==> src/rtl/frenzy_input_pkg.sv <==
// Shared constants, types and the SOCD step function
// for the frenzy player-input conditioning stage.
package frenzy_input_pkg;

   localparam logic [7:0] KEY_UP     = 8'h75;
   localparam logic [7:0] KEY_DOWN   = 8'h72;
   localparam logic [7:0] KEY_LEFT   = 8'h6B;
   localparam logic [7:0] KEY_RIGHT  = 8'h74;
   localparam logic [7:0] KEY_SPACE  = 8'h29;
   localparam logic [7:0] KEY_ALT    = 8'h11;
   localparam logic [7:0] KEY_CTRL   = 8'h14;
   localparam logic [7:0] KEY_START1 = 8'h05;
   localparam logic [7:0] KEY_START2 = 8'h06;
   localparam logic [7:0] KEY_ESC    = 8'h76;

   localparam int JOY_R     = 0;
   localparam int JOY_L     = 1;
   localparam int JOY_D     = 2;
   localparam int JOY_U     = 3;
   localparam int JOY_FIRE  = 4;
   localparam int JOY_BOMB  = 5;
   localparam int JOY_COIN  = 6;
   localparam int JOY_START = 7;

   typedef enum logic [1:0] {
      IDLE,
      PULSE,
      WAIT_REL
   } coin_state_t;

   typedef struct packed {
      logic up;
      logic down;
      logic left;
      logic right;
      logic fire;
      logic bomb;
      logic start1;
      logic start2;
      logic coin;
   } keys_t;

   typedef struct packed {
      logic last;
      logic tie;
      logic out_a;
      logic out_b;
   } socd_t;

   // last: 0 favours a (up/left), 1 favours b (down/right)
   function automatic socd_t socd_step(
      input logic a,
      input logic b,
      input logic prev_a,
      input logic prev_b,
      input logic last,
      input logic tie
   );
      socd_t r;
      logic rise_a;
      logic rise_b;
      rise_a = a & ~prev_a;
      rise_b = b & ~prev_b;
      r.last = last;
      r.tie = tie;
      if (rise_a && rise_b) begin
         r.tie = 1'b1;
      end else if (rise_a) begin
         r.last = 1'b0;
         r.tie = 1'b0;
      end else if (rise_b) begin
         r.last = 1'b1;
         r.tie = 1'b0;
      end
      if (!(a && b)) begin
         r.tie = 1'b0;
      end
      if (a && b) begin
         r.out_a = ~r.tie & ~r.last;
         r.out_b = ~r.tie & r.last;
      end else begin
         r.out_a = a;
         r.out_b = b;
      end
      return r;
   endfunction

endpackage

==> src/rtl/input_pulse_stretcher.sv <==
// Coin shaper: one fixed-width pulse per press,
// re-armed only after the trigger is released.
module input_pulse_stretcher
   import frenzy_input_pkg::*;
#(
   parameter int COIN_CYCLES = 200000,
   parameter int CNT_W       = 18
) (
   input  logic clock_10,
   input  logic reset,
   input  logic trigger,
   output logic pulse
);

   localparam logic [CNT_W-1:0] LOAD = CNT_W'(COIN_CYCLES - 1);

   coin_state_t state;
   coin_state_t state_n;
   logic [CNT_W-1:0] cnt;
   logic [CNT_W-1:0] cnt_n;
   logic pulse_n;

   always_ff @(posedge clock_10) begin
      if (reset) begin
         state <= IDLE;
         cnt <= '0;
         pulse <= 1'b0;
      end else begin
         state <= state_n;
         cnt <= cnt_n;
         pulse <= pulse_n;
      end
   end

   always_comb begin
      state_n = state;
      cnt_n = cnt;
      pulse_n = pulse;
      unique case (state)
         IDLE: begin
            if (trigger) begin
               state_n = PULSE;
               cnt_n = LOAD;
               pulse_n = 1'b1;
            end
         end
         PULSE: begin
            if (cnt != '0) begin
               cnt_n = cnt - 1'b1;
            end else begin
               pulse_n = 1'b0;
               state_n = WAIT_REL;
            end
         end
         WAIT_REL: begin
            if (!trigger) begin
               state_n = IDLE;
            end
         end
         default: begin
            state_n = IDLE;
            pulse_n = 1'b0;
         end
      endcase
   end

endmodule

==> src/rtl/frenzy_input_ctrl.sv <==
// Player-input conditioning: PS/2 key latches, joystick merge,
// SOCD resolution and coin shaping ahead of the frenzy core.
module frenzy_input_ctrl
   import frenzy_input_pkg::*;
#(
   parameter int COIN_CYCLES = 200000,
   parameter int CNT_W       = 18
) (
   input  logic       clock_10,
   input  logic       reset,
   input  logic       key_strobe,
   input  logic       key_pressed,
   input  logic       key_extended,
   input  logic [7:0] key_code,
   input  logic [7:0] joystick_0,
   input  logic [7:0] joystick_1,
   output logic       up,
   output logic       down,
   output logic       left,
   output logic       right,
   output logic       fire,
   output logic       bomb,
   output logic       start1,
   output logic       start2,
   output logic       coin
);

   keys_t keys;
   keys_t raw;
   logic [7:0] joy;

   always_ff @(posedge clock_10) begin
      if (reset) begin
         keys <= '0;
      end else if (key_strobe) begin
         if (key_extended) begin
            case (key_code)
               KEY_UP:    keys.up <= key_pressed;
               KEY_DOWN:  keys.down <= key_pressed;
               KEY_LEFT:  keys.left <= key_pressed;
               KEY_RIGHT: keys.right <= key_pressed;
               default: ;
            endcase
         end else begin
            // ALT and CTRL share the bomb latch; last event wins
            case (key_code)
               KEY_SPACE:  keys.fire <= key_pressed;
               KEY_ALT:    keys.bomb <= key_pressed;
               KEY_CTRL:   keys.bomb <= key_pressed;
               KEY_START1: keys.start1 <= key_pressed;
               KEY_START2: keys.start2 <= key_pressed;
               KEY_ESC:    keys.coin <= key_pressed;
               default: ;
            endcase
         end
      end
   end

   assign joy = joystick_0 | joystick_1;

   always_comb begin
      raw.up = keys.up | joy[JOY_U];
      raw.down = keys.down | joy[JOY_D];
      raw.left = keys.left | joy[JOY_L];
      raw.right = keys.right | joy[JOY_R];
      raw.fire = keys.fire | joy[JOY_FIRE];
      raw.bomb = keys.bomb | joy[JOY_BOMB];
      raw.start1 = keys.start1 | joy[JOY_START];
      raw.start2 = keys.start2;
      raw.coin = keys.coin | joy[JOY_COIN];
   end

   logic prev_up;
   logic prev_down;
   logic prev_left;
   logic prev_right;
   logic last_v;
   logic tie_v;
   logic last_h;
   logic tie_h;
   socd_t v;
   socd_t h;

   always_comb begin
      v = socd_step(raw.up, raw.down, prev_up, prev_down, last_v, tie_v);
      h = socd_step(raw.left, raw.right, prev_left, prev_right,
                    last_h, tie_h);
   end

   always_ff @(posedge clock_10) begin
      if (reset) begin
         prev_up <= 1'b0;
         prev_down <= 1'b0;
         prev_left <= 1'b0;
         prev_right <= 1'b0;
         last_v <= 1'b0;
         tie_v <= 1'b0;
         last_h <= 1'b0;
         tie_h <= 1'b0;
         up <= 1'b0;
         down <= 1'b0;
         left <= 1'b0;
         right <= 1'b0;
         fire <= 1'b0;
         bomb <= 1'b0;
         start1 <= 1'b0;
         start2 <= 1'b0;
      end else begin
         prev_up <= raw.up;
         prev_down <= raw.down;
         prev_left <= raw.left;
         prev_right <= raw.right;
         last_v <= v.last;
         tie_v <= v.tie;
         last_h <= h.last;
         tie_h <= h.tie;
         up <= v.out_a;
         down <= v.out_b;
         left <= h.out_a;
         right <= h.out_b;
         fire <= raw.fire;
         bomb <= raw.bomb;
         start1 <= raw.start1;
         start2 <= raw.start2;
      end
   end

   input_pulse_stretcher #(
      .COIN_CYCLES(COIN_CYCLES),
      .CNT_W(CNT_W)
   ) u_coin (
      .clock_10(clock_10),
      .reset(reset),
      .trigger(raw.coin),
      .pulse(coin)
   );

endmodule
==> config.mk <==
export PLATFORM = sky130hd
export DESIGN_NAME = frenzy_input_ctrl
export DESIGN_NICKNAME = d
export VERILOG_FILES = /design/src/rtl/frenzy_input_pkg.sv /design/src/rtl/input_pulse_stretcher.sv /design/src/rtl/frenzy_input_ctrl.sv
export SDC_FILE = /design/constraint.sdc
export NUM_CORES = 1
export LEC_CHECK = 0
export BUFFER_PORTS_ARGS = -buffer_cell sky130_fd_sc_hd__buf_2
export CAP_MARGIN = 20
export CORE_MARGIN = 4
export CORE_UTILIZATION = 50
export DETAILED_ROUTE_END_ITERATION = 7
export PLACE_DENSITY_LB_ADDON = 0.12
export SLEW_MARGIN = 0
export SYNTH_ARGS = -nofsm -noshare
export SYNTH_HDL_FRONTEND = slang
export SYNTH_SLANG_ARGS = --single-unit
==> constraint.sdc <==
create_clock -name clock_10 -period 2 [get_ports clock_10]
set_clock_uncertainty 0.05 [all_clocks]
set_input_delay 0.2 -clock clock_10 [delete_from_list [all_inputs] [get_ports clock_10]]
set_output_delay 0.2 -clock clock_10 [all_outputs]
set_load 0.02 [all_outputs]
# --- Word level (Yosys, flattened, before mapping) ---
# Cells that the tools add are included.
classes:
  reduce_logical: 20
  eq_ne: 16
  n_mux: 22
  bitwise: 27
  n_addsub: 1
ops:
  columns: ["operator", "n"]
  rows:
  - ["$eq 8x7->1 const B", 5]
  - ["$mux 18", 2]
  - ["$pmux 18 s2", 1]
  - ["$reduce_and 3->1", 12]
  - ["$mux 2", 9]
  - ["$reduce_bool 18->1", 1]
  - ["$sub 18x1->18 const B", 1]
  - ["$eq 8x3->1 const B", 2]
  - ["$eq 8x5->1 const B", 2]
  - ["$not 1->1", 10]
  - ["$and 1x1->1", 8]
  - ["$eq 8x6->1 const B", 1]
  - ["$mux 1", 8]
  - ["$or 1x1->1", 8]
  - ["$or 8x8->8", 1]
  - ["$pmux 2 s3", 1]
  - ["$logic_and 1x1->1", 4]
  - ["$ne 2x1->1 const B", 2]
  - ["$ne 2x2->1 const B", 2]
  - ["$pmux 1 s3", 1]
  - ["$eq 2x1->1 const B", 1]
  - ["$eq 2x2->1 const B", 1]
  - ["$logic_not 2->1", 1]
  - ["$reduce_bool 2->1", 1]
  - ["$reduce_or 2->1", 1]
totals:
  elab_cells: 114
  output_inout_bits: 9
  ff_bits: 46
  input_bits: 29

# --- Logic depth before layout (Yosys ltp) ---
depth:
  word_depth: 10
  mapped_depth: 7

# --- Modules after synthesis ---
# Synthesis repeated with hierarchy kept, for this count alone.
unflattened:
  hier_cells: 248
  hier_area_um2: 2278.4
modules_own_cells:
  columns: ["module", "area_per_inst_um2", "cells_per_inst", "n_inst"]
  rows:
  - ["frenzy_input_ctrl", 1171.1, 117, 1]
  - ["input_pulse_stretcher", 1107.3, 131, 1]

# --- Least setup slack after synthesis ---
# Ideal clock, no wire load.
synth_path:
  kind: "register to register"
  start: "reg u_coin.cnt[0]"
  end: "reg u_coin.cnt[13]"
  path_stages_with_launch: 8
  arrival_time_ps: 1803
  synth_period_minus_slack_ps: 1925
  path_slack_ps: 75
  required_ps: 1878
  cell_sequence: "dfxtp_1 > inv_1 > ha_1 > nor4b_2 > and4_1 > buf_2 > a2111oi_0 > mux2i_1"
synth_between:
  elab_chain_len: 3
  elab_cells_between_ends: 6
synth_lines:
  columns: ["item", "line", "source"]
  rows:
  - ["start: declaration", "input_pulse_stretcher.sv:19", "logic [CNT_W-1:0] cnt;"]
  - ["start signal: assignment", "input_pulse_stretcher.sv:30", "cnt <= cnt_n;"]
  - ["$sub 18x1->18 or $reduce_bool 18->1 (tied branches)", "input_pulse_stretcher.sv:49, input_pulse_stretcher.sv:48", null]
  - ["$mux 18 or $ne 2x1->1 (tied branches)", null, null]
  - ["$pmux 18 s2 or $reduce_and 3->1 (tied branches)", null, null]
# Parallel ways exist; a longest one is shown, timed or not. The select of a mux whose other input is x is not followed.
# A chain may end at the register's enable or synchronous reset.

# --- Final worst setup path ---
layout_path:
  start: "reg u_coin.cnt[0]"
  end: "reg u_coin.cnt[11]"
# Same word-level chain as after synthesis.

==> reports/qor.tcl <==
set qor(run_status) {finished clean}
set qor(p_leak_nw) 1.186
set qor(worst-endpoint-arrival_ns) 2.11
set qor(ff2ff_path_depth) 8
set qor(place.detailed.hpwl_um) 4056
set qor(comb_power_share) 0.186
set qor(setup.worst_path.end_class) {flip-flop}
set qor(post-synth-top-area-fraction) 0.4093
set qor(slew_at_the_pin_with_the_worst_max_slew_slack_ns) 0.5749
set qor(cts_sinks) 46
set qor(syn_area_um2) 2250
set qor(finalSetupViolCount) 0
set qor(synth_compound_gate_area_share) 0.1374
set qor(unrepaired_setup_endpoints_after_global_routing) {true}
set qor(grt_antenna_before_repair) 0
set qor(cts-buffers-inserted) 5
set qor(crit_path_cell_trace) {inv_1, ha_2, nor4b_2, buf_4, and4_4, buf_6, or4_1, a31oi_1}
set qor(met3RoutedLength_um) 287
set qor(peakVddDrop_v) 0.0005960
set qor(post_synth_inst_count) 258
set qor(tritoncts) {built}
set qor(timing.hold.worst.class) {input port to flip-flop}
set qor(yosys.cell_types.count) 46
set qor(remaining_drc_errors) 0
set qor(layout_worst_path_cycle_share) 0.9647
set qor(count_of_flip_flops_with_a_built_in_enable_after_synthesis) 0
set qor(crit_fanout) 10
set qor(critPathRequiredTime_ns) 2.18
set qor(synth-main-ff-cell) {dfxtp_1}
set qor(met2_length_um) 2535
set qor(synth_fa_ha_area_frac) 0.01446
set qor(place.port_buffers) 37
set qor(synthToLayoutAreaGrowth_pct) 25.70
set qor(antenna_cells_inserted) 0
set qor(post-route-util) 0.6494
set qor(max_flop_register) {u_coin.cnt}
set qor(post_drt_via_cell_ratio) 5.751
set qor(reg.largest.list) {u_coin.cnt: 18 flops, keys: 9 flops, u_coin.state: 2 flops}
set qor(p_sw_frac) 0.2649
set qor(power.internal_mw) 1.664
set qor(buffer_type_at_the_clock_tree_root) {clkbuf_8}
set qor(detailedRoute.firstPassIterationCount) 4
set qor(synth.area.top_cells) {dfxtp_1 (41%), mux2i_1 (6.7%), nor2_1 (4.7%)}
set qor(reg2reg_setup_slack_ns) 0.07
set qor(achievable-frequency_ghz) 0.5183
set qor(starting_density_of_the_core) 0.5167
set qor(synth_seq_cells) 46
set qor(grt_util_all_layers) 0.2069
set qor(cts.htree.levels) 2
set qor(finalWorstPathRequiredPeriod_ns) 1.929
set qor(relSlewSlack) 0.6138
set qor(critical_path.max_stage_delay_ns) 0.49
set qor(layout.cells.non_filler) 374
set qor(critical-path-slowest-cell) {or4_1}
set qor(fraction_of_the_yosys_area_taken_by_sequential_cells) 0.4093
set qor(synth_simple_gate_area_share) 0.3443
set qor(synth_xor_area_frac) 0.003893
set qor(initialDrtViolationCount) 135
set qor(worst_r2r_dst) {u_coin.cnt[11]}
set qor(core_region_area_um2) 4354
set qor(via_count) 2151
set qor(first_pass_grt_wire_length_um) 9032
set qor(detailed_route_wire_length_um) 5478
set qor(setup_tns_ns) 0
set qor(highest-signal-layer) {met4}
set qor(drive_gt1_frac) 0.2640
set qor(critical_path.startpoint_type) {flip-flop}
set qor(hold_violations) 0
set qor(postSynthNetCount) 288
set qor(max_cap_violation_count) 0
set qor(worstHoldStart) {joystick_0[4]}
set qor(first_global_vias) 1991
set qor(place.gp.congestion) 0.8705
set qor(cts.path.max_buffers) 2
set qor(die-area_um2) 5636
set qor(largest_register_ff_count) 18
set qor(ios) 38
set qor(drt-wirelength-per-cell_um) 14.65
set qor(synth_async_sr_flop_share) 0
set qor(place.detailed.instances) 366
set qor(criticalPathCategory) {flip-flop to flip-flop}
set qor(route.antenna.remaining_nets) 0
set qor(power.net_switching_mw) 0.5996
set qor(cellPowerDensity_nw_per_um2) 800.4
set qor(detail_route.wirelength.met1_um) 2576
set qor(grt-ovfl-total) 0
set qor(syn_avg_cell_area_um2) 8.720
set qor(whs_endpoint) {fire}
set qor(synthMuxAreaShare) 0.06674
set qor(clock_power_share) 0.362
set qor(design.final.nets) 351
set qor(synth.largest_area_cell) {dfxtp_1}
set qor(pin_count_of_the_biggest_net_entering_global_routing) 20
set qor(min_path_cells) 3
set qor(reg2reg_from) {u_coin.cnt[0]}
set qor(dominant_combinational_cell_family_by_area_after_synthesis) {simple AND/OR/NAND/NOR gates}
set qor(post_cts_hold_buffer_count) 0
set qor(count_of_standard_cell_rows) 24
set qor(floorplan.die.width_um) 75.08
set qor(maxSlewViolCount) 0
set qor(final.fill_count) 366
set qor(worst_setup_hold_path_clk_slew_ns) 0.09
set qor(die_h_um) 75.08
set qor(sequentialPowerShare) 0.452
set qor(synthesis.yosys.warnings) 0
set qor(worstSkewPairLatency_ns) 0.30
[stage by stage]
step	worst slack, ns	area [um^2]	hold slack, ns	power (mW)
2_1_floorplan	0.07542	2250	0.2695	1.275
3_3_place_gp	0.01488	2668	0.3617	1.441
3_5_place_dp	-0.009009	2668	0.3691	1.449
4_1_cts	-0.008922	2808	0.05898	2.267
5_1_grt	-0.02263	2828	0.07609	2.371
6_report	0.07050	2828	0.06808	2.263
[per-layer routing]
layer	vias to the layer above	global-route usage
met4	0	0.06719
met5	-	0
li1	1100	-
met3	9	0.04406
met2	58	0.3269
met1	984	0.2813
[cell type report]
cell class / instances / area, um^2 / area share
clock buffer: 5 / 68.82 / 0.02434
clock inverter: 3 / 68.82 / 0.02434
inverter: 7 / 26.28 / 0.009292
multi-input combinational: 198 / 1291 / 0.4566
sequential: 46 / 923.4 / 0.3265
tap: 52 / 65.06 / 0.02301
timing repair buffer: 63 / 384.1 / 0.1358
[worst max-delay path: cells and delay by family (launching register included)]
kind                     cells  cell delay, ns
adder cells (fa/ha/maj)      1            0.18
AO/OA/AOI/OAI                1            0.16
AND/OR/NAND/NOR              3            0.79
buffers and inverters        3            0.35
flip-flops                   1            0.33
[layout by cell type (no fill, tap or decap), drive strengths merged, types with 3 or more instances in the layout]
| cell | Yosys | layout |
|---|---|---|
| inv | 7 | 7 |
| a311oi | 3 | 3 |
| a211oi | 8 | 8 |
| nand2b | 10 | 10 |
| o22ai | 4 | 4 |
| a21oi | 11 | 11 |
| nor3b | 3 | 3 |
| nand4b | 6 | 6 |
| nor3 | 17 | 17 |
| nor2 | 28 | 28 |
| nor4b | 3 | 3 |
| o21ai | 4 | 4 |
| nor4 | 6 | 6 |
| nand4 | 7 | 7 |
| o211ai | 5 | 5 |
| or4 | 5 | 5 |
| or2 | 4 | 4 |
| buf | 1 | 63 |
| nand2 | 18 | 18 |
| dfxtp | 46 | 46 |
| or3 | 3 | 3 |
| nor2b | 3 | 3 |
| nand3 | 6 | 6 |
| clkbuf | 6 | 5 |
| a31oi | 4 | 4 |
| and2 | 6 | 6 |
| mux2i | 15 | 15 |
[synthesized netlist by cell type, types with 2 or more instances]
library cell and number:
nand4b_1 6, a31oi_1 4, nand2b_1 10, o41ai_1 2, nor4b_1 2, o22ai_1 4
nand2_1 18, dfxtp_1 46, o31ai_1 2, a211oi_1 8, nand3_1 6, clkbuf_1 6
nor4bb_1 2, nor3b_1 3, a311oi_1 3, nor2_1 28, and3b_1 2, nor2b_1 3
maj3_1 2, o211ai_1 5, a21oi_1 11, o21ai_0 3, or2_2 4, inv_1 7
nor3_1 16, nand4_1 7, nor4_1 5, and2_1 6, or4_1 5, or3_1 2
mux2i_1 15
[cells by family (layout without fill, tap and decap cells)]
kind of cell / Yosys count / count (layout)
fa+ha+maj: 3 / 3
buf+inv: 14 / 78
simple gates: 133 / 133
flops: 46 / 46
mux: 15 / 15
xor+xnor: 1 / 1
compound gates: 46 / 46
[power groups by stage]
stage               Sequential (mW)  Combinational [mW]  Clock (mW)
finish                         1.02               0.420       0.820
detailed placement             1.04               0.409           0
floorplan                      1.05               0.229           0
CTS                            1.02               0.411       0.837
global route                   1.03               0.465       0.875
global placement               1.04               0.401           0
[how the worst max path moves through the flow]
| stage | from | end | cells past startpoint |
|---|---|---|---|
| 2_1_floorplan | u_coin.cnt[0] | u_coin.cnt[13] | 7 |
| 6_report | u_coin.cnt[0] | u_coin.cnt[11] | 8 |
| 3_3_place_gp | u_coin.cnt[0] | u_coin.cnt[13] | 8 |
| 4_1_cts | u_coin.cnt[0] | u_coin.cnt[13] | 8 |
| 5_1_grt | u_coin.cnt[0] | u_coin.cnt[11] | 8 |
| 3_5_place_dp | u_coin.cnt[0] | u_coin.cnt[13] | 8 |
[what timing repair did]
| item | in CTS | in global routing |
|---|---|---|
| buffers inserted | 0 | 0 |
| endpoints found under the setup margin | 3 | 5 |
| gates resized for setup | 2 | 6 |
| pin swaps | 1 | 2 |
Note: power is estimated with default switching activity, not from simulation.
